===== config.mk =====
export PLATFORM = sky130hd
export DESIGN_NAME = shift_reg_usr
export DESIGN_NICKNAME = d
export VERILOG_FILES = /design/src/rtl/shift_reg_usr_pkg.sv /design/src/rtl/usr_shift_cnt.sv /design/src/rtl/shift_reg_usr.sv
export SDC_FILE = /design/constraint.sdc
export NUM_CORES = 1
export LEC_CHECK = 0
export ABC_CLOCK_PERIOD_IN_PS = 1100
export CAP_MARGIN = 10
export CORE_MARGIN = 1.5
export CORE_UTILIZATION = 36
export DETAILED_ROUTE_END_ITERATION = 10
export PLACE_DENSITY = 0.69
export SLEW_MARGIN = 20
export SYNTH_ARGS = -nofsm -noshare
export SYNTH_HDL_FRONTEND = slang
export SYNTH_HIERARCHICAL = 1
export SYNTH_SLANG_ARGS = --single-unit

===== constraint.sdc =====
create_clock -name clk -period 1.1 [get_ports clk]
set_clock_uncertainty 0.05 [all_clocks]
set_input_delay 0.33 -clock clk [delete_from_list [all_inputs] [get_ports clk]]
set_output_delay 0.33 -clock clk [all_outputs]
set_load 0.01 [all_outputs]

===== src/rtl/shift_reg_usr_pkg.sv =====
// shift_reg_usr_pkg: mode encoding shared by the universal shift register and its bench
package shift_reg_usr_pkg;
   typedef logic [1:0] mode_t;
   localparam mode_t MODE_HOLD = 2'b00;
   localparam mode_t MODE_SHR  = 2'b01;
   localparam mode_t MODE_SHL  = 2'b10;
   localparam mode_t MODE_LOAD = 2'b11;
endpackage


===== src/rtl/usr_shift_cnt.sv =====
// usr_shift_cnt: modulo-WIDTH shift counter with clear; done pulses the cycle after a wrap
module usr_shift_cnt #(
   parameter  int WIDTH = 8,
   localparam int CW    = $clog2(WIDTH + 1)
) (
   input  logic          clk,
   input  logic          reset,
   input  logic          clr,
   input  logic          inc,
   output logic [CW-1:0] cnt,
   output logic          done
);
   logic [CW-1:0] cnt_q, cnt_d;
   logic          done_q, done_d, wrap;
   assign wrap = cnt_q == CW'(WIDTH - 1);
   always_comb begin
      cnt_d  = clr ? '0 : !inc ? cnt_q : wrap ? '0 : cnt_q + CW'(1);
      done_d = !clr && inc && wrap;
   end
   always_ff @(posedge clk or negedge reset)
      if (!reset) begin
         cnt_q  <= '0;
         done_q <= 1'b0;
      end else begin
         cnt_q  <= cnt_d;
         done_q <= done_d;
      end
   assign cnt  = cnt_q;
   assign done = done_q;
endmodule


===== src/rtl/shift_reg_usr.sv =====
// shift_reg_usr: universal shift register (hold/shr/shl/load) with shift counter and done pulse
// SHIFT_REG_USR_ROTATE_EN adds input rot: shifts recirculate the outgoing bit instead of sin.
module shift_reg_usr
   import shift_reg_usr_pkg::*;
#(
   parameter  int               WIDTH     = 8,
   parameter  logic [WIDTH-1:0] RESET_VAL = '0,
   localparam int               CW        = $clog2(WIDTH + 1)
) (
   input  logic             clk,
   input  logic             reset,
   input  logic             en,
   input  mode_t            mode,
   input  logic             sin,
`ifdef SHIFT_REG_USR_ROTATE_EN
   input  logic             rot,
`endif
   input  logic [WIDTH-1:0] d,
   output logic [WIDTH-1:0] q,
   output logic             sout_r,
   output logic             sout_l,
   output logic [CW-1:0]    cnt,
   output logic             done
);
   logic [WIDTH-1:0] q_q, q_d, shr, shl;
   logic             fill_r, fill_l;
`ifdef SHIFT_REG_USR_ROTATE_EN
   assign fill_r = rot ? q_q[0] : sin;
   assign fill_l = rot ? q_q[WIDTH-1] : sin;
`else
   assign fill_r = sin;
   assign fill_l = sin;
`endif
   // a 1-bit register has no bits to keep, so both shifts just take the fill bit
   if (WIDTH == 1) begin : g_one
      assign shr = fill_r;
      assign shl = fill_l;
   end else begin : g_multi
      assign shr = {fill_r, q_q[WIDTH-1:1]};
      assign shl = {q_q[WIDTH-2:0], fill_l};
   end
   always_comb
      q_d = !en ? q_q : mode == MODE_SHR ? shr : mode == MODE_SHL ? shl : mode == MODE_LOAD ? d : q_q;
   always_ff @(posedge clk or negedge reset)
      if (!reset) q_q <= RESET_VAL;
      else        q_q <= q_d;
   usr_shift_cnt #(.WIDTH(WIDTH)) u_cnt (
      .clk  (clk),
      .reset(reset),
      .clr  (en && mode == MODE_LOAD),
      .inc  (en && (mode == MODE_SHR || mode == MODE_SHL)),
      .cnt  (cnt),
      .done (done)
   );
   assign q      = q_q;
   assign sout_r = q_q[0];
   assign sout_l = q_q[WIDTH-1];
endmodule


==> flow_metrics.tcl <==
set metrics [dict create \
    status "finished, violations left" \
    violations "negative setup slack" \
    slowest_delay_ns 0.32 \
    yosysTopAreaCell "dfrtp_1" \
    num_io_pins 29 \
    crit_family "multiplexers" \
    crit_type "in -> reg" \
    wirelength_um 2220 \
    rsz0062_at_grt "true" \
    grt_max_degree 17 \
    instances_no_fill 159 \
    die-width_um 51.0 \
    grt_pass1_vias 749 \
    startpoint_type "primary input" \
    path_clk_slew_ns 0.09 \
    area_growth_pct 77.2 \
    antenna_found_initial 0 \
    rrSetupSlack_ns -0.12 \
    layout_worst_path_cycle_share 1.11 \
    layout_common_cells "17 x buf_4, 14 x buf_6, 13 x buf_2" \
    whs_ns 0.308 \
    cts_made_buffers 3 \
    yosysTopAreaCellShare 0.392 \
    core_um2 2190 \
    num_rows 17 \
    layout_commonest_cell "buf_4" \
    drt_iter0_drc 8 \
    n_antenna_cell 0 \
    syn_area_per_cell_um2 11.1 \
    critical_path_arrival_ns 1.35 \
    fill_cells 173 \
    port_buffers 28 \
    critPathBufInv 3 \
    drtPass1Iterations 4 \
    max_slew.worst_pin.slew_ns 0.198 \
    hold_path.class "in -> async" \
    dpl-instance-area_um2 1330 \
    clock_latency_ns 0.29 \
    hold_violations 0 \
    finalSetupViolations 28 \
    p_per_area_nw_per_um2 1450 \
    ys_seq_area_frac 0.392 \
    ys_ff_latch 13 \
    nNetsFinal 151 \
    htree_levels 1 \
    end_kind "register" \
    grt_remaining_overflow 0 \
    track_usage 0.181 \
    cts-root-buf "clkbuf_4" \
    clockBufferDepth 2 \
    setup_slack_ns -0.125 \
    cts_tree "yes" \
    synth_nets 94 \
    cts_sinks 13 \
    fmax_mhz 817 \
    cap_violations 0 \
    dp_cells 147 \
    r2r_cells 4 \
    grt_pass1_wl_um 3460 \
    vias_per_cell 4.86 \
    start_util 0.379 \
    relSlewSlack 0.866 \
    yosysWarnings 6 \
    drc 0 \
    place.gp.congestion 0.808 \
    finish.instance_area_um2 1470 \
    synth_cell_type_count 24 \
    ant_nets 0 \
    fin_crit_ns 1.22 \
    worstReg2RegStart "u_cnt/cnt[0]$_DFFE_PN0P_" \
    slew_viol_final 0 \
    crit_chain "buf_8, buf_6, inv_6, ha_4, and2_4, nand4_1, mux2_4" \
    vias 773 \
    syn-instance-count 75 \
    die_h_um 51.0 \
    leakagePower_nw 0.711 \
    drive_gt1_frac 0.550 \
    hpwlAfterDp_um 1500 \
    dieArea_um2 2600 \
    crit_fanout 2 \
    postCtsHoldBufs 0 \
    synth_area_um2 830 \
    critPathSlowestCell "mux2_4" \
    synthTopCellsByArea "dfrtp_1 39%, mux2_4 14%, mux2i_1 11%" \
    required_ns 1.23 \
    reg2reg_to "u_cnt/cnt[0]$_DFFE_PN0P_" \
    peakVddDrop_v 0.000867 \
    wl_per_cell_um 14.0 \
]
## metrics by stage
step / util / setup WS (ns) / TNS (ns) / total power, mW
after detailed placement: 0.605 / -1.05 / -14.50 / 1.62
final: 0.671 / -0.125 / -2.27 / 2.13
after global routing: 0.671 / -0.150 / -3.21 / 2.25
after CTS: 0.631 / -0.140 / -2.60 / 2.00
after global placement: 0.605 / -1.01 / -14.00 / 1.59
after floorplan: - / -0.284 / -2.25 / 1.07
## cell usage after synthesis
cell,instances
nand2b_1,1
nand4b_1,1
a21bo_2,1
ha_1,5
nor4bb_1,1
nor2_1,2
dfrtp_1,13
mux2_1,1
xnor2_1,1
buf_2,1
nand4_1,1
clkbuf_2,1
o21ai_1,8
and2_1,2
nor2b_1,1
nand2_1,8
mux2_4,8
mux2i_1,9
buf_6,1
nand3b_1,1
buf_4,3
nor3_1,2
inv_1,2
a21oi_1,1
## worst max path at each step
stage	to	cells after the start	slack, ns	start
after global routing	cnt[0]	1	-0.15	u_cnt/cnt[0]$_DFFE_PN0P_
final	u_cnt/cnt[3]$_DFFE_PN0P_	7	-0.12	mode[1]
after detailed placement	q[5]$_DFFE_PN0P_	7	-1.05	mode[0]
after CTS	q[5]$_DFFE_PN0P_	7	-0.14	mode[0]
after global placement	q[3]$_DFFE_PN0P_	7	-1.01	mode[0]
after floorplan	u_cnt/cnt[3]$_DFFE_PN0P_	6	-0.28	mode[0]
## layer usage
| layer | routed length [um] | up-vias | GRT usage |
|---|---|---|---|
| met1 | 867 | 367 | 0.199 |
| met3 | 157 | 2 | 0.0702 |
| met2 | 1190 | 30 | 0.327 |
| li1 | - | 374 | - |
| met4 | 10 | 0 | 0.0405 |
| met5 | 0 | - | 0 |
## repair_timing
item,in CTS,in global routing
setup buffers,4,6
setup endpoints to repair,28,28
pin swaps,11,12
resized for setup,89,11
## where the power goes
| part | switching, mW | total [mW] | internal, mW |
|---|---|---|---|
| Combinational | 0.451 | 1.15 | 0.701 |
| Clock | 0.180 | 0.321 | 0.141 |
| Sequential | 0.0731 | 0.658 | 0.585 |
| Total | 0.704 | 2.13 | 1.43 |
## kinds of logic after synthesis
group           Yosys count  share of synthesized area
mux                      18                      0.267
compound gates           10                     0.0664
fa+ha+maj                 5                     0.0754
buf+inv                   8                     0.0618
xor+xnor                  1                     0.0106
flops                    13                      0.392
simple gates             20                      0.127
## layout make-up
class | instances | area (um2) | share of cell area
Clock buffer | 4 | 26.3 | 0.0179
Inverter | 2 | 25.0 | 0.0170
Multi-Input combinational cell | 54 | 541 | 0.368
Sequential cell | 13 | 327 | 0.222
Tap cell | 28 | 35.0 | 0.0238
Timing Repair Buffer | 58 | 517 | 0.351
## registers in the layout, summed over array words and instances (netlist names)
signal and flops:
q 8, u_cnt/cnt 4, u_cnt/done 1
(Power assumes the default switching activity.)
